==> src/rtl/stopwatch_pkg.sv <==
// Shared types and constants for the stopwatch timekeeping core.
//   sw_state_t  : run-control FSM states (IDLE, RUN, PAUSE)
//   bcd_digit_t : one BCD digit (0..9)
//   BCD_MAX     : largest legal BCD digit value
package stopwatch_pkg;

  typedef enum logic [1:0] {IDLE, RUN, PAUSE} sw_state_t;

  typedef logic [3:0] bcd_digit_t;

  localparam bcd_digit_t BCD_MAX = 4'd9;

endpackage

==> src/rtl/bcd_digit_counter.sv <==
// One decade of the BCD time counter. Chained four deep in the stopwatch core.
// Ports:
//   clk   : system clock
//   reset : synchronous, active-high reset (digit -> 0)
//   clear : synchronous clear (digit -> 0), same effect as reset
//   inc   : advance this digit by one this cycle
//   digit : current BCD value, 0..9
//   carry : inc & (digit == 9); drives inc of the next-higher digit
module bcd_digit_counter
  import stopwatch_pkg::*;
(
  input  logic       clk,
  input  logic       reset,
  input  logic       clear,
  input  logic       inc,
  output bcd_digit_t digit,
  output logic       carry
);

  assign carry = inc & (digit == BCD_MAX);

  always_ff @(posedge clk) begin
    if (reset || clear) begin
      digit <= '0;
    end else if (inc) begin
      digit <= (digit == BCD_MAX) ? bcd_digit_t'(0) : bcd_digit_t'(digit + 4'd1);
    end
  end

endmodule

==> src/rtl/stopwatch_time_core.sv <==
// Stopwatch timekeeping engine: counts hundredths of a second 00.00..99.99 as
// four BCD digits for the seven-segment display controller.
// Ports:
//   clk                : system clock (100 MHz)
//   reset              : synchronous, active-high reset
//   start              : debounced start/stop level; each rising edge toggles run/pause
//   clear              : debounced clear level; returns to IDLE with zero time
//   lap                : (only with STOPWATCH_LAP_EN) debounced lap level; rising
//                        edge freezes / releases the displayed value
//   HEX_display_digits : {tens s, s, tenths, hundredths} in BCD
//   running            : high while the FSM is in RUN
//   overflow           : sticky, set when the count wraps 99.99 -> 00.00
// Optional feature macro: STOPWATCH_LAP_EN (lap freeze display).
module stopwatch_time_core
  import stopwatch_pkg::*;
#(
  parameter int TICK_DIV = 1_000_000
)(
  input  logic        clk,
  input  logic        reset,
  input  logic        start,
  input  logic        clear,
`ifdef STOPWATCH_LAP_EN
  input  logic        lap,
`endif
  output logic [15:0] HEX_display_digits,
  output logic        running,
  output logic        overflow
);

  localparam int DIV_W = $clog2(TICK_DIV);

  sw_state_t        state;
  logic [DIV_W-1:0] prescaler;
  logic             start_q;
  logic             start_edge;
  logic             tick;
  logic [3:0]       inc;
  logic [3:0]       carry;
  bcd_digit_t       digit [4];
  logic [15:0]      live;

  assign start_edge = start & ~start_q;
  assign tick       = (state == RUN) && (prescaler == DIV_W'(TICK_DIV - 1));

  // Ripple enable: a digit advances only when every lower digit rolls over.
  assign inc = {carry[2:0], tick};

  for (genvar i = 0; i < 4; i++) begin : g_digit
    bcd_digit_counter u_digit (
      .clk   (clk),
      .reset (reset),
      .clear (clear),
      .inc   (inc[i]),
      .digit (digit[i]),
      .carry (carry[i])
    );
  end

  assign live = {digit[3], digit[2], digit[1], digit[0]};

  // Run-control FSM, prescaler and flags. A start edge coinciding with a tick
  // still lets the tick land (digits update in their own counters) while the
  // state moves on.
  always_ff @(posedge clk) begin
    start_q <= start;
    if (reset) begin
      state     <= IDLE;
      prescaler <= '0;
      running   <= 1'b0;
      overflow  <= 1'b0;
      start_q   <= 1'b0;
    end else if (clear) begin
      state     <= IDLE;
      prescaler <= '0;
      running   <= 1'b0;
      overflow  <= 1'b0;
    end else begin
      if (state == RUN) begin
        prescaler <= tick ? '0 : prescaler + 1'b1;
      end
      if (carry[3]) begin
        overflow <= 1'b1;
      end
      if (start_edge) begin
        case (state)
          IDLE:    begin state <= RUN;   running <= 1'b1; end
          RUN:     begin state <= PAUSE; running <= 1'b0; end
          PAUSE:   begin state <= RUN;   running <= 1'b1; end
          default: begin state <= IDLE;  running <= 1'b0; end
        endcase
      end
    end
  end

`ifdef STOPWATCH_LAP_EN
  logic        lap_q;
  logic        frozen;
  logic [15:0] snapshot;

  // Lap edges only matter once timing has begun; IDLE ignores them.
  always_ff @(posedge clk) begin
    lap_q <= lap;
    if (reset) begin
      lap_q  <= 1'b0;
      frozen <= 1'b0;
    end else if (clear) begin
      frozen <= 1'b0;
    end else if (lap && !lap_q && state != IDLE) begin
      frozen <= ~frozen;
    end
  end

  always_ff @(posedge clk) begin
    if (!reset && !clear && lap && !lap_q && state != IDLE && !frozen) begin
      snapshot <= live;
    end
  end

  assign HEX_display_digits = frozen ? snapshot : live;
`else
  assign HEX_display_digits = live;
`endif

endmodule

==> config.mk <==
export PLATFORM = sky130hd
export DESIGN_NAME = stopwatch_time_core
export DESIGN_NICKNAME = d
export VERILOG_FILES = /design/src/rtl/stopwatch_pkg.sv /design/src/rtl/bcd_digit_counter.sv /design/src/rtl/stopwatch_time_core.sv
export SDC_FILE = /design/constraint.sdc
export NUM_CORES = 1
export LEC_CHECK = 0
export ABC_AREA = 1
export BUFFER_PORTS_ARGS = -buffer_cell sky130_fd_sc_hd__buf_2
export CAP_MARGIN = 20
export CORE_MARGIN = 2
export CORE_UTILIZATION = 60
export CTS_CLUSTER_SIZE = 20
export DETAILED_ROUTE_END_ITERATION = 16
export PLACE_DENSITY = 0.86
export SKIP_CTS_REPAIR_TIMING = 1
export SLEW_MARGIN = 20
export SYNTH_ARGS = -nofsm -noshare
export SYNTH_HDL_FRONTEND = slang
export SYNTH_SLANG_ARGS = --single-unit
==> constraint.sdc <==
create_clock -name clk -period 2.4 [get_ports clk]
set_input_delay 0.48 -clock clk [delete_from_list [all_inputs] [get_ports clk]]
set_output_delay 0.48 -clock clk [all_outputs]
set_load 0.1 [all_outputs]
# Word level (Yosys, flattened, before mapping)
# Index checks and enable logic that the tools add are counted.
dict set report totals {
  out_inout_bits 18
  input_bits 4
  register_bits 41
}
dict set report classes {
  reduce_logical 5
  n_addsub 5
  bitwise 6
  n_mux 7
  eq_ne 7
}
# operator count
set op_table {}
lappend op_table {{20-bit by 1-bit adder with 20-bit output, second input constant} 1}
lappend op_table {{20-bit == test, second input constant} 1}
lappend op_table {{20-bit 2-to-1 mux} 1}
lappend op_table {{4-bit by 1-bit adder with 4-bit output, second input constant} 4}
lappend op_table {{4-bit == test, second input constant} 4}
lappend op_table {{4-bit 2-to-1 mux} 4}
lappend op_table {{1-bit bitwise AND} 5}
lappend op_table {{2-bit case mux with 2 select lines} 1}
lappend op_table {{2-bit OR reduction} 2}
lappend op_table {{2-bit by 1-bit == test with 1-bit output, second input constant} 1}
lappend op_table {{2-bit == test, second input constant} 1}
lappend op_table {{2-bit logical NOT} 1}
lappend op_table {{1-bit logical AND} 1}
lappend op_table {{1-bit logical OR} 1}
lappend op_table {{1-bit 2-to-1 mux} 1}
lappend op_table {{1-bit inverter} 1}

# Logic depth before layout (Yosys ltp)
# Gate-level depths: netlist of the first run.
dict set report logic_depth {
  word_depth 6
  mapped_depth 11
}

# Modules after synthesis
# A second synthesis of the first run with hierarchy kept.
dict set report hier_totals {
  hier_cells 321
  area_unflattened_um2 2174.6
}
# mod cells_each seq_area_each_um2 instances area_per_inst_um2
set by_module_without_submodules {}
lappend by_module_without_submodules {stopwatch_time_core 205 480.5 1 1393.8}
lappend by_module_without_submodules {bcd_digit_counter 29 80.1 4 195.2}

# Least setup slack after synthesis of the first run
# No wires, ideal clock.
dict set report synth_path {
  kind {register -> register}
  startpoint {register g_digit[1].u_digit.digit[3]}
  endpoint {register g_digit[3].u_digit.digit[1]}
  n_path_buf 0
  path_stages_with_launch 8
  setup_time_ns 0.119
  arrival_ns 1.933
  slack_ns 0.348
  path_cell_list {dfxtp_1 -> nand2_1 -> nor2_4 -> nand4_4 -> nor2_4 -> nand2_1 -> nand3_1 -> nand2_1}
}
dict set report synth_via {
  elab_chain_cells 3
}
# element line_no
set synth_rtl {}
lappend synth_rtl {{start, declared} bcd_digit_counter.sv:16} ;# output bcd_digit_t digit,
lappend synth_rtl {{start signal, assigned} bcd_digit_counter.sv:26} ;# digit <= (digit == BCD_MAX) ? bcd_digit_t'(0) : bcd_digit_t'(digit + 4'd1);
lappend synth_rtl {{4-bit == test} bcd_digit_counter.sv:20} ;# assign carry = inc & (digit == BCD_MAX);
lappend synth_rtl {{1-bit bitwise AND (2 in series)} bcd_digit_counter.sv:20}
lappend synth_rtl {{end signal, assigned} bcd_digit_counter.sv:26}
lappend synth_rtl {{end, declared} bcd_digit_counter.sv:16}
# No other way between the ends.
# A chain may end at the register's enable or synchronous reset.

# Worst setup path in the final report of the first run
dict set report layout_path {
  startpoint {register g_digit[1].u_digit.digit[0]}
  endpoint {output HEX_display_digits[4]}
}
# element line_no
set layout_rtl {}
lappend layout_rtl {{end, declared} stopwatch_time_core.sv:26} ;# output logic [15:0] HEX_display_digits,
# No word-level cell between the ends.

==> results of run 1 <==
## area by class of cell
| class | count | area share (%) |
|---|---|---|
| clock buffer | 6 | 1.724 |
| sequential | 41 | 34.27 |
| tap | 46 | 2.403 |
| clock inverter | 2 | 0.4180 |
| inverter | 43 | 6.740 |
| multi-input combinational | 216 | 49.74 |
| timing repair buffer | 22 | 4.702 |
## synthesized netlist by cell type, types with 2 or more instances
cell	number	area, sq um
sky130_fd_sc_hd__dfxtp_1	41	820.8
sky130_fd_sc_hd__nor3_2	4	40.04
sky130_fd_sc_hd__nor2_1	47	176.4
sky130_fd_sc_hd__nor2_2	3	18.77
sky130_fd_sc_hd__nand3_2	4	40.04
sky130_fd_sc_hd__nor2_8	2	40.04
sky130_fd_sc_hd__nand3_1	13	65.06
sky130_fd_sc_hd__nand2_2	4	25.02
sky130_fd_sc_hd__nand2_1	56	210.2
sky130_fd_sc_hd__inv_2	7	26.28
sky130_fd_sc_hd__o22ai_1	2	12.51
sky130_fd_sc_hd__inv_1	36	135.1
sky130_fd_sc_hd__o21ai_0	9	45.04
sky130_fd_sc_hd__clkbuf_1	2	7.510
sky130_fd_sc_hd__nor3_1	7	35.03
sky130_fd_sc_hd__xor2_1	8	70.07
sky130_fd_sc_hd__nand4_1	12	75.07
sky130_fd_sc_hd__nor2_4	6	67.56
sky130_fd_sc_hd__o21ai_1	4	20.02
sky130_fd_sc_hd__nand2_4	4	45.04
sky130_fd_sc_hd__a21oi_1	19	95.09
## cells by family after synthesis
group           count (synthesis)  synth area share [%]
xor+xnor                        9                 3.615
buf+inv                        45                 7.746
compound gates                 40                 10.10
flops                          41                 37.64
simple gates                  166                 40.33
fa+ha+maj                       1                0.5736
## cell usage in the layout, fill, tap and decap left out, drive strengths merged
| master | Yosys | layout |
|---|---|---|
| nand2 | 64 | 64 |
| nor2 | 58 | 58 |
| inv | 43 | 43 |
| dfxtp | 41 | 41 |
| buf | 0 | 22 |
| a21oi | 19 | 19 |
| nand3 | 17 | 17 |
| nand4 | 13 | 13 |
| o21ai | 13 | 13 |
| nor3 | 11 | 11 |
| xor2 | 8 | 8 |
| clkbuf | 2 | 6 |
| o22ai | 2 | 2 |
| clkinv | 0 | 2 |
| nand3b | 1 | 1 |
| o211ai | 1 | 1 |
| or2 | 1 | 1 |
| a41oi | 1 | 1 |
| o21a | 1 | 1 |
| nor4 | 1 | 1 |
| xnor2 | 1 | 1 |
| a31o | 1 | 1 |
| a211oi | 1 | 1 |
| o31ai | 1 | 1 |
| ha | 1 | 1 |
## power by group
group / switching, W / leakage [nW] / total, W / internal [W]
combinational: 0.0000320 / 0.576 / 0.0000429 / 0.0000109
sequential: 0.00000275 / 0.331 / 0.000686 / 0.000684
clock: 0.000215 / 0.0320 / 0.000327 / 0.000112
## through the flow
stage	area [sq um]	setup slack, ns	std cells	hold slack [ns]
2_1_floorplan	2181	0.3479	302	0.4612
3_3_place_gp	2344	0.8329	368	0.4363
3_5_place_dp	2344	0.7842	368	0.4569
4_1_cts	2395	0.6536	376	0.2934
5_1_grt	2395	0.5630	376	0.2956
6_report	2395	0.6483	376	0.3076
## sequential cells by signal (all words and copies together), names as in the netlist
register / count
g_digit.u_digit.digit: 16
prescaler: 20
start_q: 1
running: 1
state: 2
overflow: 1
## worst paths after layout
| path | start | to | slack (ns) | cells after the start |
|---|---|---|---|---|
| max | g_digit[1].u_digit.digit[0]$_SDFFE_PP0N_ | HEX_display_digits[4] | 0.65 | 1 |
| min | reset | start_q$_SDFF_PP0_ | 0.31 | 2 |
| max reg2reg | prescaler[0]$_SDFFE_PP0N_ | prescaler[17]$_SDFFE_PP0N_ | 0.76 | 8 |
| min reg2reg | overflow$_SDFFE_PP0P_ | overflow$_SDFFE_PP0P_ | 0.47 | 2 |
## routing by layer
layer / vias up / share of wire (%) / track usage [%]
met5: - / 0 / 0
met4: 0 / 1.5 / 7.979
met3: 7 / 4.6 / 5.986
met2: 49 / 46 / 38.93
met1: 919 / 47 / 29.71
li1: 1033 / - / -
==> run summary, run 1 <==
The cell count after synthesis is 302, and the effective utilization at floorplan is 63.85%. The die is 64.29 um tall. The floorplan step defined a die boundary enclosing 4133 sq um.

Area of the multi-input gates: 1191 sq um. The tree is rooted in a sky130_fd_sc_hd__clkbuf_4. TritonCTS built the clock tree. At the end of the flow, the number of nets in the layout was 334. The routed layout has 2,008 vias. The synthesized netlist occupies a cell area of 2181 sq um.

CTS built an H-tree with a depth of 2. For the DRC violation count after routing, the log shows 0. The congestion estimate from routability-driven global placement came to 0.9350. The number of design-rule violations left by the first detailed-router iteration was 91. Critical path capture point type: an output pin.

Registers take 820.8 sq um. Flip-flop and latch count after synthesis: 41. Data on the critical path arrives at its endpoint at 1.27 ns. The number of distinct library cells after synthesis is 33.

Sequential elements use 37.64% of the synthesized area. The maximum vdd drop was 289.8 uV; the pin slew with the least headroom to its limit was 0.4985 ns. At the worst endpoint, the required time is 1.92 ns.

The worst pin sits at a relative slew slack of 66.73%. The buffer levels on the longest clock path is 2, and the wire length per cell after detailed routing is 11.86 um. The max-cap check violation count came out at 0. The flow ran to the end, and the final reports show no timing, DRC or antenna violations.

Global routing consumed, over all layers together, 23.49% of the routing resources. The count of final hold-check violations is 0, and the number of standard-cell rows in the floorplan is 21. The pin count of the biggest net entering global routing is 17. The insertion delay of the later-clocked pin in the worst-skew pair came out at 0.35 ns. After clock tree synthesis, the clock-pin slew on the worst setup and hold paths is 0.12 ns.

The tools report the maximum clock frequency as 0.5709 GHz. The largest single stage delay on the critical path is 0.47 ns. The first global-routing pass estimated 7.693 mm of wire. The number of inserted filler cells in the final layout came out at 307. The clock period could shrink to 1.752 ns. The number of antenna cells inserted was 0. The number of synthesized flops with an enable pin came out at 0.

The ratio of total power to cell area works out to 441.1 nW/um^2. Port buffering added 21 buffers. The portion of the clock cycle consumed by the worst path in the final layout is 72.99%, and the count of buffering cells on the critical path with inverters included is 1. Summed over all layers, the routed wires come to 4.460 mm.

The maximum fanout encountered on the critical timing path is 7. Setup repair after global routing left no endpoint under its margin. The initial antenna violation count is 0. The class of the tightest hold or removal check is input port to register. The average instance in the mapped netlist occupies 7.221 sq um.

During synthesis, Yosys emitted a total of 0 warnings. For the final database, setup skew stands at 0.01403 ns. The first TritonRoute pass finished after 4 iterations. On the critical path, the stage with the largest delay is an instance of sky130_fd_sc_hd__buf_2.

The count of nets left with antenna violations once routing finished came out at 0. The critical path class is register to output pin. The static leakage is 0.9392 nW, and the number of clock sinks is 41. The setup violation total in the final timing report was 0; the share of flip-flops with an asynchronous set or reset was 0%. The logs give 0 for the max-slew violation count and 5 for the number of buffers added by the clock tree synthesis step. The total overflow left after global routing is 0.

The worst setup path is launched from a register. The total power was 0.001056 W; the fraction of the core area covered by cells at the end of the flow was 70.11%. The via count normalized by instance count works out to 5.340. The post-route netlist has 20.00% of its cells at a drive strength greater than 1. The area overhead of the layout relative to synthesis is 9.811%. 22 I/O pins were placed.

The die is 64.29 um wide. The kind of cell with the highest combined delay on the critical path was buffers and inverters. The post-synthesis net count was 307; the setup TNS was 0 ns.

The half-perimeter wire length after placement was 3.397 mm; the area of the placeable core was 3416 sq um. The critical path goes through buf_2. The tools report the number of global-route vias before repair as 1,786. Most instantiated flip-flop cell in the synthesis netlist: sky130_fd_sc_hd__dfxtp_1.
(Power assumes the default switching activity.)
==> inputs of run 2 (changes only) <==
--- a/config.mk
+++ b/config.mk
@@ -9,10 +9,10 @@
 export BUFFER_PORTS_ARGS = -buffer_cell sky130_fd_sc_hd__buf_2
 export CAP_MARGIN = 20
 export CORE_MARGIN = 2
-export CORE_UTILIZATION = 60
+export CORE_UTILIZATION = 52
 export CTS_CLUSTER_SIZE = 20
 export DETAILED_ROUTE_END_ITERATION = 16
-export PLACE_DENSITY = 0.86
+export PLACE_DENSITY = 0.79
 export SKIP_CTS_REPAIR_TIMING = 1
 export SLEW_MARGIN = 20
 export SYNTH_ARGS = -nofsm -noshare
==> constraint.sdc (replaced) <==
create_clock -name clk -period 1.6 [get_ports clk]
set_input_delay 0.32 -clock clk [delete_from_list [all_inputs] [get_ports clk]]
set_output_delay 0.32 -clock clk [all_outputs]
set_load 0.1 [all_outputs]
==> run summary, run 2 (same netlist as run 1, synthesis figures left out) <==
The maximum fanout encountered on the critical timing path was 3 (was 7); the effective utilization at floorplan was 54.13% (was 63.85%). The share of cells above drive strength 1 is 31.49% (was 20.00%), and the routability congestion estimate is 0.9098 (was 0.9350). The hold path depth is 2 (unchanged), and the ratio of total power to cell area is 738.8 nW/um^2 (was 441.1 nW/um^2). Critical path data required time: 1.79 ns (was 1.92 ns). The most frequent standard cell in the layout excluding fill and tap cells was sky130_fd_sc_hd__nand2_1 (unchanged).

The half-perimeter wire length after placement came out at 3.572 mm (was 3.397 mm). The total number of H-tree levels came out at 2 (unchanged). Setup repair after global routing could not meet its margin everywhere. Reg-to-reg setup timing slack: 0.07 ns (was 0.76 ns).

The number of antenna cells inserted is 0 (unchanged), and the via count normalized by instance count is 5.214 (was 5.340). Buffer type at the clock tree root: sky130_fd_sc_hd__clkbuf_8 (was sky130_fd_sc_hd__clkbuf_4). Clock edge transition at the registers on the reported setup and hold paths: 0.08 ns (was 0.12 ns). The pin slew with the least headroom to its limit came out at 0.4974 ns (was 0.4985 ns). The startpoint of the tightest hold check path is reset (unchanged). The I/O pin count was 22 (unchanged). The number of clock sinks was 41 (unchanged).

The max-slew violation count was 0 (unchanged). The tools report the area of the placeable core as 4029 sq um (was 3416 sq um). The flow ran to the end, and the final reports show no timing, DRC or antenna violations. The tools report the maximum clock frequency as 0.6519 GHz.

The tools report the endpoint with the worst hold slack as start_q$_SDFF_PP0_ (unchanged). Insertion delay of the later-clocked pin in the worst-skew pair: 0.30 ns (was 0.35 ns). Clock period minus final worst setup slack: 1.534 ns. The max-cap check violation count is 0 (unchanged), and the global-route wire length before repair is 7.935 mm (was 7.693 mm). The startpoint of the worst register-to-register path was prescaler[19]$_SDFFE_PP0N_ (was prescaler[0]$_SDFFE_PP0N_).

The run gives 0 ns (unchanged) as the setup TNS. The critical path capture point type was a register (was an output pin). Dividing the final minimum period by the clock period gives 95.87%. The number of design-rule violations left by the first detailed-router iteration was 72 (was 91). The width of the chip was 68.76 um (was 64.29 um).

Registers with the most flip-flops: prescaler (20), g_digit.u_digit.digit (16), state (2) (unchanged). The tools report the maximum vdd drop as 546.1 uV (was 289.8 uV). For the number of inserted filler cells in the final layout, the log shows 345 (was 307).

The tools report the area of the die as 4728 sq um (was 4133 sq um). The logs give 857.1 sq um (was 820.8 sq um) for the sequential cell area in the final layout and 23 (was 21) for the number of standard-cell rows in the floorplan. The tools report the arrival time at the worst endpoint as 1.72 ns (was 1.27 ns). The static leakage was 1.048 nW (was 0.9392 nW); the clock skew after layout was 0.008299 ns (was 0.01403 ns).

For the post-layout worst setup margin, the log shows 0.06604 ns (was 0.6483 ns). The class of the tightest hold or removal check was input port to register (unchanged). The run gives 0 (unchanged) as the total congestion overflow.

The count of final hold-check violations came out at 0 (unchanged). The endpoint of the worst-slack reg-to-reg timing path was g_digit[2].u_digit.digit[1]$_SDFFE_PP0N_ (was prescaler[17]$_SDFFE_PP0N_). For the overall routed net length, the log shows 5.065 mm (was 4.460 mm). Commonest cells after routing, fill and taps aside: sky130_fd_sc_hd__nand2_1, sky130_fd_sc_hd__nor2_1, sky130_fd_sc_hd__inv_1 (was sky130_fd_sc_hd__nand2_1, sky130_fd_sc_hd__nor2_1, sky130_fd_sc_hd__dfxtp_1). The setup violation total in the final timing report is 0 (unchanged). The run gives 0 (unchanged) as the number of antenna-violating nets in the routed design. For the pin count of the biggest net entering global routing, the log shows 17 (unchanged).

The worst-case setup slack after placement came out at -0.002606 ns (was 0.7842 ns). The area overhead of the layout relative to synthesis is 21.92% (was 9.811%), and the number of flip-flops under the largest register name is 20 (unchanged). The worst slew margin relative to its limit is 66.80% (was 66.73%).

TritonCTS built the clock tree. Largest register by flop count: prescaler (unchanged). The worst reg-to-reg path cell count was 8 (unchanged); the area of the multi-input gates was 1236 sq um (was 1191 sq um). The startpoint type of the worst setup path is a register (unchanged). The run gives 2 (unchanged) as the buffer levels on the longest clock path. For the initial antenna violation count, the log shows 0 (unchanged).

The aggregate global-route resource usage was 22.79% (was 23.49%). The tools report the via count as 2,049 (was 2,008). Overall die height: 68.76 um (was 64.29 um).

The critical path class is register to register (was register to output pin). The number of nets in the finished design was 347 (was 334). The wire length per cell after detailed routing works out to 12.89 um (was 11.86 um).

The number of buffers inserted by port buffering is 21 (unchanged). The fraction of the core area covered by cells at the end of the flow was 65.99% (was 70.11%). The number of global-route vias before repair was 1,805 (was 1,786); the iteration count of the initial detailed-routing pass was 4 (unchanged). The DRC violation count after routing is 0 (unchanged), and the number of buffers added by the clock tree synthesis step is 5 (unchanged).
==> run 2: cell type report <==
class,instances,area share [%]
repair buffers,35,8.376
multi-input cells,216,46.49
clock inverters,1,1.129
well taps,50,2.353
flip-flops and latches,41,32.24
clock buffers,7,3.247
inverters,43,6.165
==> run 2: worst max path at each step <==
stage                                                        start                                  endpoint  slack (ns)
after floorplan           g_digit[0].u_digit.digit[2]$_SDFFE_PP0N_  g_digit[3].u_digit.digit[3]$_SDFFE_PP0P_        0.03
after global placement                   prescaler[0]$_SDFFE_PP0N_  g_digit[3].u_digit.digit[1]$_SDFFE_PP0P_        0.04
after detailed placement                 prescaler[0]$_SDFFE_PP0N_  g_digit[3].u_digit.digit[1]$_SDFFE_PP0P_      -0.003
after CTS                                prescaler[0]$_SDFFE_PP0N_  g_digit[3].u_digit.digit[1]$_SDFFE_PP0P_       -0.03
after global routing                    prescaler[15]$_SDFFE_PP0N_                prescaler[12]$_SDFFE_PP0N_       -0.03
final                                   prescaler[19]$_SDFFE_PP0N_  g_digit[2].u_digit.digit[1]$_SDFFE_PP0N_        0.07
==> run 2: per-stage QoR <==
stage	hold WS (ns)	cell area [sq um]	total power (W)	std cells
final	0.1869	2659	0.001964	393
after global routing	0.1901	2659	0.002023	393
after CTS	0.1789	2590	0.001979	391
after detailed placement	0.4498	2474	0.001115	383
after global placement	0.4415	2474	0.001113	383
after floorplan	0.3924	2211	0.001091	302
==> run 2: per-layer routing <==
layer | GRT usage [%] | vias to the layer above | routed length, um
met5 | 0 | - | 0
met4 | 10.29 | 0 | 107
li1 | - | 1060 | -
met3 | 6.169 | 9 | 221
met2 | 35.34 | 45 | 2383
met1 | 29.55 | 935 | 2352
==> run 2: report_power, final <==
group,switching [W],total (W),internal [W]
Sequential,0.00000466,0.00102,0.00102
Combinational,0.0000493,0.0000713,0.0000220
Clock,0.000362,0.000871,0.000509
Total,0.000416,0.00196,0.00155
==> run 2: worst max-delay path, stage by stage (launching register included) <==
cell and delay [ns]:
sky130_fd_sc_hd__dfxtp_1 0.35, sky130_fd_sc_hd__nand2_1 0.15, sky130_fd_sc_hd__nor2_2 0.17, sky130_fd_sc_hd__nand2_2 0.10, sky130_fd_sc_hd__nor2_8 0.12, sky130_fd_sc_hd__nand4_4 0.11, sky130_fd_sc_hd__buf_4 0.17, sky130_fd_sc_hd__o21ai_1 0.16
sky130_fd_sc_hd__o22ai_1 0.10
==> inputs of run 3 (changes only) <==
--- a/config.mk
+++ b/config.mk
@@ -5,14 +5,15 @@
 export SDC_FILE = /design/constraint.sdc
 export NUM_CORES = 1
 export LEC_CHECK = 0
-export ABC_AREA = 1
+export ABC_AREA = 0
 export BUFFER_PORTS_ARGS = -buffer_cell sky130_fd_sc_hd__buf_2
 export CAP_MARGIN = 20
 export CORE_MARGIN = 2
-export CORE_UTILIZATION = 52
+export CORE_UTILIZATION = 51
 export CTS_CLUSTER_SIZE = 20
 export DETAILED_ROUTE_END_ITERATION = 16
 export PLACE_DENSITY = 0.79
+export RECOVER_POWER = 25
 export SKIP_CTS_REPAIR_TIMING = 1
 export SLEW_MARGIN = 20
 export SYNTH_ARGS = -nofsm -noshare
==> run summary, run 3 <==
The tools report the arrival time at the worst endpoint as 2.28 ns (was 1.72 ns). The most common cell in the synthesized netlist was sky130_fd_sc_hd__dfxtp_1 (was sky130_fd_sc_hd__nand2_1). The final reports fail on setup timing.

The setup violation total in the final timing report was 36 (was 0). The tools report the startpoint of the worst register-to-register path as prescaler[8]$_SDFFE_PP0N_ (was prescaler[19]$_SDFFE_PP0N_). The largest stage delay on the critical path came out at 0.54 ns (was 0.35 ns). The startpoint of the tightest hold check path was reset (unchanged). The tools report the global-route wire length before repair as 7.348 mm (was 7.935 mm).

For the number of design-rule violations left by the first detailed-router iteration, the log shows 82 (was 72). Commonest cells after routing, fill and taps aside: sky130_fd_sc_hd__buf_4, sky130_fd_sc_hd__nor2_1, sky130_fd_sc_hd__dfxtp_1 (was sky130_fd_sc_hd__nand2_1, sky130_fd_sc_hd__nor2_1, sky130_fd_sc_hd__inv_1). The cell type with the highest aggregate area in the netlist was sky130_fd_sc_hd__dfxtp_1 (unchanged). The flip-flop and latch count after synthesis was 41 (unchanged). The post-synthesis net count was 238 (was 307); the number of global-route vias before repair was 1,729 (was 1,805).

The number of clock sinks was 41 (unchanged). The via count was 1,927 (was 2,049). The max-slew violation count is 0 (unchanged). The routability congestion estimate was 0.7857 (was 0.9098). The endpoint of the worst-slack reg-to-reg timing path is overflow$_SDFFE_PP0P_ (was g_digit[2].u_digit.digit[1]$_SDFFE_PP0N_). The initial antenna violation count is 0 (unchanged), and the area overhead of the layout relative to synthesis is 45.77% (was 21.92%). The sequential cell area fraction in the yosys report came out at 42.71% (was 37.64%).

The overall die height is 65.39 um (was 68.76 um). The tools report the startpoint type of the worst setup path as a register (unchanged). For the buffer levels on the longest clock path, the log shows 2 (unchanged). The flow ran to the end, but the final reports show violations.

The share of flip-flops with an asynchronous set or reset works out to 0% (unchanged). The max-cap check violation count is 0 (unchanged), and the number of buffers added by the clock tree synthesis step is 5 (unchanged). The worst hold margin came out at 0.2381 ns (was 0.1869 ns). DRC violation count after routing: 0 (unchanged). The largest register by flop count was prescaler (unchanged). The wire length per cell after detailed routing came out at 14.73 um (was 12.89 um).

The maximum fanout encountered on the critical timing path works out to 2 (was 3). The cell with the largest stage delay on the worst path was sky130_fd_sc_hd__or4_4 (was sky130_fd_sc_hd__dfxtp_1). Most frequent standard cell in the layout excluding fill and tap cells: sky130_fd_sc_hd__buf_4 (was sky130_fd_sc_hd__nand2_1). The worst reg-to-reg path cell count works out to 5 (was 8). The tools report the cell count after synthesis as 233 (was 302). The pin slew with the least headroom to its limit was 0.5112 ns (was 0.4974 ns); the static leakage was 1.055 nW (was 1.048 nW). Clock edge transition at the registers on the reported setup and hold paths: 0.08 ns (about the same). The most instantiated flip-flop cell in the synthesis netlist was sky130_fd_sc_hd__dfxtp_1 (unchanged).

The run gives 22.35% (was 22.79%) as the aggregate global-route resource usage. The clock period minus final worst setup slack came out at 2.047 ns (was 1.534 ns). Number of antenna-violating nets in the routed design: 0 (unchanged). The number of inserted filler cells in the final layout was 251 (was 345).

Setup repair after global routing could not meet its margin everywhere. The synthesized area per cell was 8.248 sq um (was 7.221 sq um). The critical path class was register to register (unchanged).

Number of synthesized flops with an enable pin: 0 (unchanged). The number of nets in the finished design came out at 314 (was 347). Area of the placeable core: 3633 sq um (was 4029 sq um).

The total congestion overflow was 0 (unchanged). Area contributors post-synth: sky130_fd_sc_hd__dfxtp_1, sky130_fd_sc_hd__xnor2_1, sky130_fd_sc_hd__nor2_1 (was sky130_fd_sc_hd__dfxtp_1, sky130_fd_sc_hd__nand2_1, sky130_fd_sc_hd__nor2_1). The number of antenna cells inserted is 0 (unchanged). The tools report the buffer type at the clock tree root as sky130_fd_sc_hd__clkbuf_8 (unchanged). The number of flip-flops under the largest register name was 20 (unchanged). The portion of the clock cycle consumed by the worst path in the final layout is 127.9% (was 95.87%).

The width of the chip was 65.39 um (was 68.76 um). The via count normalized by instance count is 5.383 (was 5.214), and the hold path depth is 2 (unchanged). The tools report the number of standard-cell rows in the floorplan as 22 (was 23). The clock skew after layout was 0.005320 ns (was 0.008299 ns); the ratio of total power to cell area was 633.7 nW/um^2 (was 738.8 nW/um^2). The overall routed net length was 5.272 mm (was 5.065 mm). The class of the tightest hold or removal check was input port to register (unchanged). Registers with the most flip-flops: prescaler (20), g_digit.u_digit.digit (16), state (2) (unchanged).

Cells traversed along the worst timing path: nor4b_2 > nand3_1 > or4_4 > or4b_4 > a21oi_2 (was nand2_1 > nor2_2 > nand2_2 > nor2_8 > nand4_4 > buf_4 > o21ai_1 > o22ai_1). The tools report the reg-to-reg setup timing slack as -0.45 ns (was 0.07 ns). The maximum clock frequency is 0.4885 GHz (was 0.6519 GHz). The run gives 66.15% (was 66.80%) as the worst slew margin relative to its limit.

The logs give 4275 sq um (was 4728 sq um) for the area of the die and 36 (was 33) for the number of distinct library cells after synthesis. The endpoint with the worst hold slack was start_q$_SDFF_PP0_ (unchanged). The area share of the largest cell type after synthesis is 42.71% (was 37.64%). The total number of H-tree levels was 2 (unchanged).

Maximum vdd drop: 500.7 uV (was 546.1 uV). The tools report the effective utilization at floorplan as 52.89% (was 54.13%). The run gives 0.001775 W (was 0.001964 W) as the total power. TritonCTS built the clock tree. The run gives 3.136 mm (was 3.572 mm) as the half-perimeter wire length after placement. The logs give 1.83 ns (was 1.79 ns) for the critical path data required time and 0 (unchanged) for the total of warnings raised by yosys.

The iteration count of the initial detailed-routing pass was 4 (unchanged). The share of cells above drive strength 1 was 40.32% (was 31.49%). The count of final hold-check violations was 0 (unchanged). The insertion delay of the later-clocked pin in the worst-skew pair is 0.29 ns (was 0.30 ns), and the number of buffers inserted by port buffering is 21 (unchanged). The run gives 22 (unchanged) as the I/O pin count.

Most instantiated cells after synthesis: sky130_fd_sc_hd__dfxtp_1, sky130_fd_sc_hd__nor2_1, sky130_fd_sc_hd__xnor2_1 (was sky130_fd_sc_hd__nand2_1, sky130_fd_sc_hd__nor2_1, sky130_fd_sc_hd__dfxtp_1). For the pin count of the biggest net entering global routing, the log shows 22 (was 17). The cell area after technology mapping came out at 1922 sq um (was 2181 sq um). The tools report the post-layout worst setup margin as -0.4470 ns (was 0.06604 ns). The critical path capture point type is a register (unchanged).
-- run 3: cell types whose count changed in the layout (fill, tap and decap cells not counted), moves of 6 or more --
cell,delta
sky130_fd_sc_hd__nand2_1,-37
sky130_fd_sc_hd__inv_1,-25
sky130_fd_sc_hd__a21oi_1,-10
sky130_fd_sc_hd__nor2b_1,+6
sky130_fd_sc_hd__buf_4,+37
sky130_fd_sc_hd__nand4_1,-9
sky130_fd_sc_hd__dfxtp_2,-7
sky130_fd_sc_hd__xnor2_1,+21
sky130_fd_sc_hd__nor2_2,-8
sky130_fd_sc_hd__inv_2,-6
-- run 3: metrics by stage --
stage	utilization, %	area [sq um]	setup slack (ns)	std cells	TNS, ns
5_1_grt	77.10	2801	-0.5224	358	-10.03
2_1_floorplan	-	1982	-0.6260	233	-2.979
3_3_place_gp	68.04	2472	-0.5461	344	-5.784
6_report	77.10	2801	-0.4470	358	-7.429
4_1_cts	70.52	2562	-0.6082	352	-8.129
3_5_place_dp	68.04	2472	-0.5782	344	-7.302
-- run 3: per-layer routing --
metal,routed length (um),GRT usage (%),up-vias
met5,0,0,-
met3,171,3.767,17
met4,149,10.68,0
met1,2124,25.90,919
li1,-,-,953
met2,2826,39.80,38
-- run 3: worst max-delay path by stage --
stage	start	depth (start not counted)	end
after detailed placement	prescaler[10]$_SDFFE_PP0N_	6	g_digit[3].u_digit.digit[2]$_SDFFE_PP0P_
after CTS	prescaler[10]$_SDFFE_PP0N_	6	g_digit[3].u_digit.digit[2]$_SDFFE_PP0P_
after global placement	prescaler[10]$_SDFFE_PP0N_	6	g_digit[3].u_digit.digit[2]$_SDFFE_PP0P_
after floorplan	g_digit[0].u_digit.digit[0]$_SDFFE_PP0N_	6	overflow$_SDFFE_PP0P_
after global routing	prescaler[1]$_SDFFE_PP0N_	6	overflow$_SDFFE_PP0P_
final	prescaler[8]$_SDFFE_PP0N_	5	overflow$_SDFFE_PP0P_
-- run 3: area by class of cell --
type	instances	area [sq um]	share of cell area, %
Inverter	11	41.29	1.474
Clock buffer	8	90.09	3.216
Multi-Input combinational cell	176	1244	44.39
Tap cell	48	60.06	2.144
Timing Repair Buffer	74	506.7	18.09
Sequential cell	41	859.6	30.68
-- run 3: worst max-delay path, delay by kind of cell, from the launching register on --
family	cells	cell delay, ns
AO/OA/AOI/OAI	1	0.13
flip-flops	1	0.33
AND/OR/NAND/NOR	4	1.53
-- run 3: power by group --
part / internal (W) / total, W / leakage, nW / switching (W)
logic: 0.0000239 / 0.0000712 / 0.668 / 0.0000473
registers: 0.00101 / 0.00101 / 0.341 / 0.00000257
clock network: 0.000352 / 0.000689 / 0.0455 / 0.000338
total: 0.00139 / 0.00178 / 1.05 / 0.000388
-- run 3: cells by family after synthesis --
family                   synth area share, %
AND/OR/NAND/NOR                        32.81
buffers and inverters                  3.450
XOR/XNOR                               10.94
flip-flops                             42.71
multiplexers                           2.604
AO/OA/AOI/OAI                          6.836
adder cells (fa/ha/maj)               0.6509
